[src/rtl/main_fsm_pkg.sv]
// Shared CPU control package: state encoding, opcode constants, ALU operation
// class and datapath select encodings. The ALU control block uses the same
// ALUop encoding, so it lives here rather than in the FSM.
package main_fsm_pkg;

   // Main control FSM states
   typedef enum logic [3:0] {
      ST_FETCH    = 4'd0,
      ST_DECODE   = 4'd1,
      ST_MEMADR   = 4'd2,
      ST_MEMREAD  = 4'd3,
      ST_MEMWB    = 4'd4,
      ST_MEMWRITE = 4'd5,
      ST_EXECR    = 4'd6,
      ST_EXECI    = 4'd7,
      ST_ALUWB    = 4'd8,
      ST_BRANCH   = 4'd9,
      ST_JAL      = 4'd10,
      ST_TRAP     = 4'd11
   } state_t;

   // Instruction opcodes (instruction register bits [6:0])
   localparam logic [6:0] OP_LOAD   = 7'b0000011;
   localparam logic [6:0] OP_STORE  = 7'b0100011;
   localparam logic [6:0] OP_RTYPE  = 7'b0110011;
   localparam logic [6:0] OP_ITYPE  = 7'b0010011;
   localparam logic [6:0] OP_BRANCH = 7'b1100011;
   localparam logic [6:0] OP_JAL    = 7'b1101111;

   // Operation class handed to the ALU control block
   typedef enum logic [1:0] {
      ALUOP_ADD    = 2'b00,
      ALUOP_BRANCH = 2'b01,
      ALUOP_RTYPE  = 2'b10,
      ALUOP_ITYPE  = 2'b11
   } aluop_t;

   // ALU operand A select
   typedef enum logic [1:0] {
      SRCA_PC    = 2'b00,
      SRCA_OLDPC = 2'b01,
      SRCA_RS1   = 2'b10
   } srca_t;

   // ALU operand B select
   typedef enum logic [1:0] {
      SRCB_RS2  = 2'b00,
      SRCB_IMM  = 2'b01,
      SRCB_FOUR = 2'b10
   } srcb_t;

   // Result bus select
   typedef enum logic [1:0] {
      RES_ALUOUT    = 2'b00,
      RES_DATA      = 2'b01,
      RES_ALURESULT = 2'b10
   } result_t;

   // Reason the FSM stopped in TRAP
   typedef enum logic [1:0] {
      TRAP_NONE    = 2'b00,
      TRAP_ILLEGAL = 2'b01,
      TRAP_TIMEOUT = 2'b10
   } trap_t;

   // State-only (Moore) part of the control word
   typedef struct packed {
      aluop_t  alu_op;
      srca_t   src_a;
      srcb_t   src_b;
      result_t result_src;
      logic    adr_src;
      logic    mem_req;
      logic    mem_write;
      logic    reg_write;
      logic    pc_write;
      logic    illegal;
   } ctrl_t;

   // Moore control word for a state; anything not listed stays 0.
   // PCWrite/IRWrite in FETCH and PCWrite in BRANCH depend on inputs and are
   // added by the FSM, so only the unconditional JAL PC write appears here.
   function automatic ctrl_t state_ctrl(state_t s);
      ctrl_t c;
      c = '0;
      case (s)
         ST_FETCH: begin
            c.mem_req    = 1'b1;
            c.src_b      = SRCB_FOUR;
            c.result_src = RES_ALURESULT;
         end
         ST_DECODE: begin
            c.src_a = SRCA_OLDPC;
            c.src_b = SRCB_IMM;
         end
         ST_MEMADR: begin
            c.src_a = SRCA_RS1;
            c.src_b = SRCB_IMM;
         end
         ST_MEMREAD: begin
            c.mem_req = 1'b1;
            c.adr_src = 1'b1;
         end
         ST_MEMWB: begin
            c.result_src = RES_DATA;
            c.reg_write  = 1'b1;
         end
         // MemWrite qualifies the held store request; memory commits it
         // once, in the cycle it raises mem_ready.
         ST_MEMWRITE: begin
            c.mem_req   = 1'b1;
            c.adr_src   = 1'b1;
            c.mem_write = 1'b1;
         end
         ST_EXECR: begin
            c.src_a  = SRCA_RS1;
            c.src_b  = SRCB_RS2;
            c.alu_op = ALUOP_RTYPE;
         end
         ST_EXECI: begin
            c.src_a  = SRCA_RS1;
            c.src_b  = SRCB_IMM;
            c.alu_op = ALUOP_ITYPE;
         end
         ST_ALUWB: begin
            c.result_src = RES_ALUOUT;
            c.reg_write  = 1'b1;
         end
         ST_BRANCH: begin
            c.src_a      = SRCA_RS1;
            c.src_b      = SRCB_RS2;
            c.alu_op     = ALUOP_BRANCH;
            c.result_src = RES_ALUOUT;
         end
         ST_JAL: begin
            c.src_a      = SRCA_OLDPC;
            c.src_b      = SRCB_FOUR;
            c.alu_op     = ALUOP_ADD;
            c.result_src = RES_ALUOUT;
            c.pc_write   = 1'b1;
         end
         ST_TRAP: begin
            c.illegal = 1'b1;
         end
         default: ;
      endcase
      return c;
   endfunction

   // States that wait on the memory handshake and run the timeout counter
   function automatic logic is_wait_state(state_t s);
      return (s == ST_FETCH) || (s == ST_MEMREAD) || (s == ST_MEMWRITE);
   endfunction

endpackage

[src/rtl/main_fsm_opcode_decode.sv]
// Combinational DECODE next-state mapping: selects the instruction class
// path from the opcode, or TRAP for anything unsupported.
module opcode_decode
   import main_fsm_pkg::*;
(
   input  logic [6:0] opcode,
   output logic [3:0] next_state
);

   // Opcode to first execute-phase state
   // NOTE: always_comb gives every output a value before the case so no
   // path through the block can leave it unassigned and infer a latch.
   always_comb begin
      next_state = ST_TRAP;
      case (opcode)
         OP_LOAD,
         OP_STORE:  next_state = ST_MEMADR;
         OP_RTYPE:  next_state = ST_EXECR;
         OP_ITYPE:  next_state = ST_EXECI;
         OP_BRANCH: next_state = ST_BRANCH;
         OP_JAL:    next_state = ST_JAL;
         default:   next_state = ST_TRAP;
      endcase
   end

endmodule

[src/rtl/main_fsm.sv]
// Multi-cycle CPU main control FSM. Holds the state register, the memory
// wait/timeout counter, the trap cause and the registered Moore control word.
// The few handshake-dependent write enables are added combinationally, and
// every output is forced low while rst is high so a reset can never leak a
// write pulse.
module main_fsm
   import main_fsm_pkg::*;
#(
   parameter int TIMEOUT = 255
) (
   input  logic       clk,
   input  logic       rst,
   input  logic [6:0] opcode,
   input  logic       mem_ready,
   input  logic       branch_taken,
   output logic [1:0] ALUop,
   output logic [1:0] ALUSrcA,
   output logic [1:0] ALUSrcB,
   output logic [1:0] ResultSrc,
   output logic       AdrSrc,
   output logic       mem_req,
   output logic       MemWrite,
   output logic       IRWrite,
   output logic       PCWrite,
   output logic       RegWrite,
   output logic       illegal,
   output logic [1:0] trap_cause
);

   // The cycle that would bring the count to TIMEOUT is the trapping cycle,
   // so a wait state with mem_ready low lasts exactly TIMEOUT cycles.
   localparam logic [7:0] WAIT_LAST = 8'(TIMEOUT - 1);

   state_t     state;
   state_t     next_state;
   trap_t      cause_q;
   trap_t      next_cause;
   ctrl_t      ctrl_q;
   logic [7:0] wait_cnt;
   logic [3:0] decode_next;
   logic       waiting;
   logic       timeout_hit;

   opcode_decode u_opcode_decode (
      .opcode     (opcode),
      .next_state (decode_next)
   );

   assign waiting     = is_wait_state(state) && !mem_ready;
   assign timeout_hit = waiting && (wait_cnt == WAIT_LAST);

   // Next-state and trap-cause selection
   always_comb begin
      next_state = state;
      next_cause = cause_q;
      case (state)
         ST_FETCH: begin
            if (mem_ready) begin
               next_state = ST_DECODE;
            end else if (timeout_hit) begin
               next_state = ST_TRAP;
               next_cause = TRAP_TIMEOUT;
            end
         end
         ST_DECODE: begin
            next_state = state_t'(decode_next);
            if (next_state == ST_TRAP) next_cause = TRAP_ILLEGAL;
         end
         ST_MEMADR:   next_state = (opcode == OP_LOAD) ? ST_MEMREAD : ST_MEMWRITE;
         ST_MEMREAD: begin
            if (mem_ready) begin
               next_state = ST_MEMWB;
            end else if (timeout_hit) begin
               next_state = ST_TRAP;
               next_cause = TRAP_TIMEOUT;
            end
         end
         ST_MEMWB:    next_state = ST_FETCH;
         ST_MEMWRITE: begin
            if (mem_ready) begin
               next_state = ST_FETCH;
            end else if (timeout_hit) begin
               next_state = ST_TRAP;
               next_cause = TRAP_TIMEOUT;
            end
         end
         ST_EXECR,
         ST_EXECI:    next_state = ST_ALUWB;
         ST_ALUWB:    next_state = ST_FETCH;
         ST_BRANCH:   next_state = ST_FETCH;
         ST_JAL:      next_state = ST_ALUWB;
         ST_TRAP:     next_state = ST_TRAP;
         default:     next_state = ST_FETCH;
      endcase
   end

   // State, Moore control word, trap cause and wait counter registers
   // NOTE: sequential state uses non-blocking assignments so every register
   // samples pre-edge values, independent of statement order.
   always_ff @(posedge clk) begin
      if (rst) begin
         state    <= ST_FETCH;
         ctrl_q   <= state_ctrl(ST_FETCH);
         cause_q  <= TRAP_NONE;
         wait_cnt <= 8'd0;
      end else begin
         state   <= next_state;
         ctrl_q  <= state_ctrl(next_state);
         cause_q <= next_cause;
         // Leaving or entering a wait state (or timing out) always clears it
         if (waiting && !timeout_hit) begin
            wait_cnt <= wait_cnt + 8'd1;
         end else begin
            wait_cnt <= 8'd0;
         end
      end
   end

   // Output drive: registered Moore word plus handshake-qualified enables,
   // all held low during reset
   always_comb begin
      ALUop      = 2'b00;
      ALUSrcA    = 2'b00;
      ALUSrcB    = 2'b00;
      ResultSrc  = 2'b00;
      AdrSrc     = 1'b0;
      mem_req    = 1'b0;
      MemWrite   = 1'b0;
      IRWrite    = 1'b0;
      PCWrite    = 1'b0;
      RegWrite   = 1'b0;
      illegal    = 1'b0;
      trap_cause = 2'b00;
      if (!rst) begin
         ALUop      = ctrl_q.alu_op;
         ALUSrcA    = ctrl_q.src_a;
         ALUSrcB    = ctrl_q.src_b;
         ResultSrc  = ctrl_q.result_src;
         AdrSrc     = ctrl_q.adr_src;
         mem_req    = ctrl_q.mem_req;
         MemWrite   = ctrl_q.mem_write;
         RegWrite   = ctrl_q.reg_write;
         illegal    = ctrl_q.illegal;
         trap_cause = cause_q;
         IRWrite    = (state == ST_FETCH) && mem_ready;
         PCWrite    = ctrl_q.pc_write
                    || ((state == ST_FETCH) && mem_ready)
                    || ((state == ST_BRANCH) && branch_taken);
      end
   end

endmodule

[config.mk]
export PLATFORM = sky130hd
export DESIGN_NAME = main_fsm
export DESIGN_NICKNAME = d
export VERILOG_FILES = /design/src/rtl/main_fsm_pkg.sv /design/src/rtl/main_fsm_opcode_decode.sv /design/src/rtl/main_fsm.sv
export SDC_FILE = /design/constraint.sdc
export NUM_CORES = 1
export LEC_CHECK = 0
export ABC_AREA = 1
export CAP_MARGIN = 20
export CORE_AREA = 2 2 62 64
export CTS_CLUSTER_SIZE = 14
export DETAILED_ROUTE_END_ITERATION = 6
export DIE_AREA = 0 0 64 66
export PLACE_DENSITY_LB_ADDON = 0.2
export SETUP_SLACK_MARGIN = 0.02
export SLEW_MARGIN = 30
export SYNTH_ARGS = -nofsm -noshare
export SYNTH_HDL_FRONTEND = slang
export SYNTH_SLANG_ARGS = --single-unit
export TNS_END_PERCENT = 1
[constraint.sdc]
create_clock -name clk -period 3.2 [get_ports clk]
set_clock_uncertainty 0.05 [all_clocks]
set_input_delay 0.64 -clock clk [delete_from_list [all_inputs] [get_ports clk]]
set_output_delay 0.64 -clock clk [all_outputs]
set_load 0.005 [all_outputs]
==> metrics.log <==
[metrics] routability-driven placement congestion ratio: 0.916
[metrics] Final period util: 89.6%
[metrics] number of flops mapped to enable cells by yosys: 0
[metrics] MaxCap Viol Count: 0
[metrics] setup repair after global routing missed its margin: false
[metrics] post-synthesis instance area: 1540 um2
[metrics] Max VDD drop: 0.308 mV
[metrics] placeable core area: 3550 um2
[metrics] placed instance area: 1870 um2
[metrics] NumNets Final: 273
[metrics] Cell Count, Final, Fillers Out: 307
[metrics] boundary pin count: 28
[metrics] final hold vios: 0
[metrics] Root Driver: sky130_fd_sc_hd__clkbuf_4
[metrics] width of the die: 64 um
[metrics] Met2 Wirelength: 1330 um
[metrics] leading post-synthesis cells by instance count: 45 x sky130_fd_sc_hd__nor2_1, 39 x sky130_fd_sc_hd__inv_1, 38 x sky130_fd_sc_hd__nand2_1
[metrics] detail-routed net length per standard cell: 9.45 um
[metrics] residual antenna-violating net count after detailed routing: 0
[metrics] post-CTS resize count: 0
[metrics] number of detailed-routing iterations run before antenna repair: 4
[metrics] quantity of I/O buffers inserted on ports: 27
[metrics] number of cells traversed by the worst hold path: 2
[metrics] number of placement rows: 22
[metrics] total number of vias: 1399
[metrics] Post-Route Hold Slack: 0.421 ns
[metrics] R2R depth: 13
[metrics] synthesized-area fraction occupied by ao, oa, aoi and oai cells: 4.07%
[metrics] signal arrival time at the worst endpoint: 2.18 ns
[metrics] Cell Count Post-Placement: 303
[metrics] category of the worst setup path capture point: output pin
[metrics] worst min path class: reg -> reg
[metrics] via count of the first global-routing pass: 1312
[metrics] Hold Buf Count CTS: 0
[metrics] number of cells produced by synthesis: 229
[metrics] number of antenna repair diodes: 0
[metrics] maximum fanout along the worst path: 3
[metrics] total overflow reported by the global router: 0
[metrics] overall die area: 4220 um2
[metrics] main combinational cell family by area after synthesis: simple AND/OR/NAND/NOR gates
[metrics] initial antenna violation count: 0
[metrics] area fraction in and, or, nand and nor cells after synthesis: 43.7%
[metrics] setup violators final: 0
[metrics] relative slew slack: 73.6%
[metrics] post-synthesis average cell area: 6.71 um2
[metrics] fraction of registers with async set or reset after synthesis: 0%
[metrics] metal3 WL: 102 um
[metrics] Max Freq: 349 MHz
[metrics] layout cell share with drive strength beyond 1: 13.1%
[metrics] number of fillers in the final layout: 366
[metrics] result of the run: complete, no violations
[metrics] Max Used Layer: met4
[metrics] most instantiated flip-flop cell in the synthesis netlist: sky130_fd_sc_hd__dfxtp_1
[metrics] Global Route Usage Sum: 16.1%
[metrics] routed length on met1: 1450 um
[metrics] proportion of synthesized chip area in sequential cells: 36.5%
[metrics] post-synthesis mux area share: 0%
[metrics] DR iter-0 viols: 83
[metrics] CTS tree: done
[metrics] startpoint kind of the worst setup timing path: primary input
[metrics] buffer count from post-CTS setup fixing: 0
[metrics] Initial Utilization: 43.3%
[metrics] Clock Path Buffers: 2
[metrics] final sum of negative setup slack: 0 ns
[metrics] Syn Nets: 242
[metrics] post-synthesis share of cell area spent on xor and xnor gates: 2.28%
[metrics] total clock sinks: 28
[metrics] clk_lat worst skew: 0.32 ns
[metrics] leading post-synthesis cells by cell area: sky130_fd_sc_hd__dfxtp_1 36%, sky130_fd_sc_hd__nor2_1 11%, sky130_fd_sc_hd__inv_1 9.5%
[metrics] post-route minimum period: 2.87 ns
[metrics] post-route core utilization: 54.1%
[metrics] clock slew at reported path FFs: 0.15 ns
[metrics] htree depth: 1
[metrics] Num CTS Buffers: 3
[metrics] Die Span Y: 66 um
[metrics] count leader, synth: sky130_fd_sc_hd__nor2_1
[metrics] area leader, netlist: sky130_fd_sc_hd__dfxtp_1
[metrics] warning count from the yosys run: 0
[metrics] final instance area: 1920 um2
[metrics] first-pass GRT wire length: 5430 um
[metrics] transition time at the pin with the least slew margin: 0.395 ns
[metrics] distinct cell type count after synthesis: 26
[metrics] pins over their slew limit: 0
[metrics] Adder-Cell Fraction of Synth Area: 1.63%
[metrics] Total Wirelength: 2900 um
[metrics] CP Class: in -> out
[metrics] register bit total from synthesis: 28
[metrics] leakage power of the design: 0.870 nW
[metrics] detailed-route vias per instance: 4.56
[metrics] Layout area overhead: 25.1%
[metrics] remaining routing DRC violations: 0
[metrics] share of the synthesized area in the top cell type: 36.5%
[metrics] Crit path required time: 2.51 ns
[metrics] half-perimeter wire length after placement: 2320 um
[metrics] Power Dens Cells: 721 nW/um2
[metrics] maximum number of pins on one net before global-route repair: 21
[final cells by class]
cell class	count	area, um2	share of cell area (%)
tap	48	60.1	3.13
clock inverter	1	30.0	1.56
sequential	28	561	29.2
timing repair buffer	30	293	15.2
inverter	43	161	8.40
multi-input combinational	154	795	41.3
clock buffer	3	22.5	1.17
[report_power, final]
part | internal, mW | switching [mW] | total (mW)
Combinational | 0.259 | 0.425 | 0.685
Sequential | 0.428 | 0.0465 | 0.474
Clock | 0.127 | 0.101 | 0.227
[critical path: stages]
cell and delay, ns:
sky130_fd_sc_hd__clkdlybuf4s50_1 0.51, sky130_fd_sc_hd__inv_1 0.07, sky130_fd_sc_hd__nor2_1 0.20, sky130_fd_sc_hd__inv_1 0.09
sky130_fd_sc_hd__nor2_1 0.15, sky130_fd_sc_hd__clkdlybuf4s50_1 0.53
[sequential cells by signal, summed over array words and instances (netlist names)]
register and count:
cause_q 2, ctrl_q 14, wait_cnt 8, state 4
[through the flow]
step | setup slack, ns | total power [mW]
4_1_cts | 0.331 | 1.40
6_report | 0.333 | 1.39
5_1_grt | 0.233 | 1.52
2_1_floorplan | 1.33 | 0.982
3_5_place_dp | 0.350 | 1.17
3_3_place_gp | 0.352 | 1.16
[final timing paths]
path / startpoint / end / slack [ns]
setup / recovery: mem_ready / IRWrite / 0.33
hold / removal: cause_q[1] / cause_q[1] / 0.42
setup reg to reg: wait_cnt[0] / ctrl_q[4] / 1.39
hold reg to reg: cause_q[1] / cause_q[1] / 0.42
[cells by family (layout without fill, tap and decap cells)]
kind of cell / count (synthesis) / count (layout)
AOI/OAI and AO/OA: 12 / 12
xor gates and xnor gates: 4 / 4
adders and majority gates: 2 / 2
buffers and inverters: 47 / 77
DFF: 28 / 28
and+or+nand+nor: 136 / 136
[routing by layer]
metal / track usage (%) / vias to the layer above
li1: - / 761
met1: 20.1 / 612
met2: 28.1 / 24
met3: 2.56 / 2
met4: 5.16 / 0
met5: 0 / -
[cells in the final DEF, fill, tap and decap left out, types with 3 or more instances in the layout]
cell type / Yosys / final
sky130_fd_sc_hd__clkdlybuf4s50_1: 0 / 27
sky130_fd_sc_hd__inv_2: 4 / 4
sky130_fd_sc_hd__clkbuf_4: 0 / 3
sky130_fd_sc_hd__nand2_2: 5 / 5
sky130_fd_sc_hd__a21oi_1: 6 / 6
sky130_fd_sc_hd__nand3_1: 18 / 18
sky130_fd_sc_hd__nor2_1: 45 / 45
sky130_fd_sc_hd__buf_4: 1 / 3
sky130_fd_sc_hd__nor3_1: 4 / 4
sky130_fd_sc_hd__xor2_1: 3 / 3
sky130_fd_sc_hd__nor2_2: 10 / 10
sky130_fd_sc_hd__nand2_1: 38 / 38
sky130_fd_sc_hd__nand4_1: 4 / 4
sky130_fd_sc_hd__inv_1: 39 / 39
sky130_fd_sc_hd__nand3b_1: 3 / 3
sky130_fd_sc_hd__nor2_4: 3 / 3
sky130_fd_sc_hd__dfxtp_1: 28 / 28
Power figures use the tool's default switching activity.
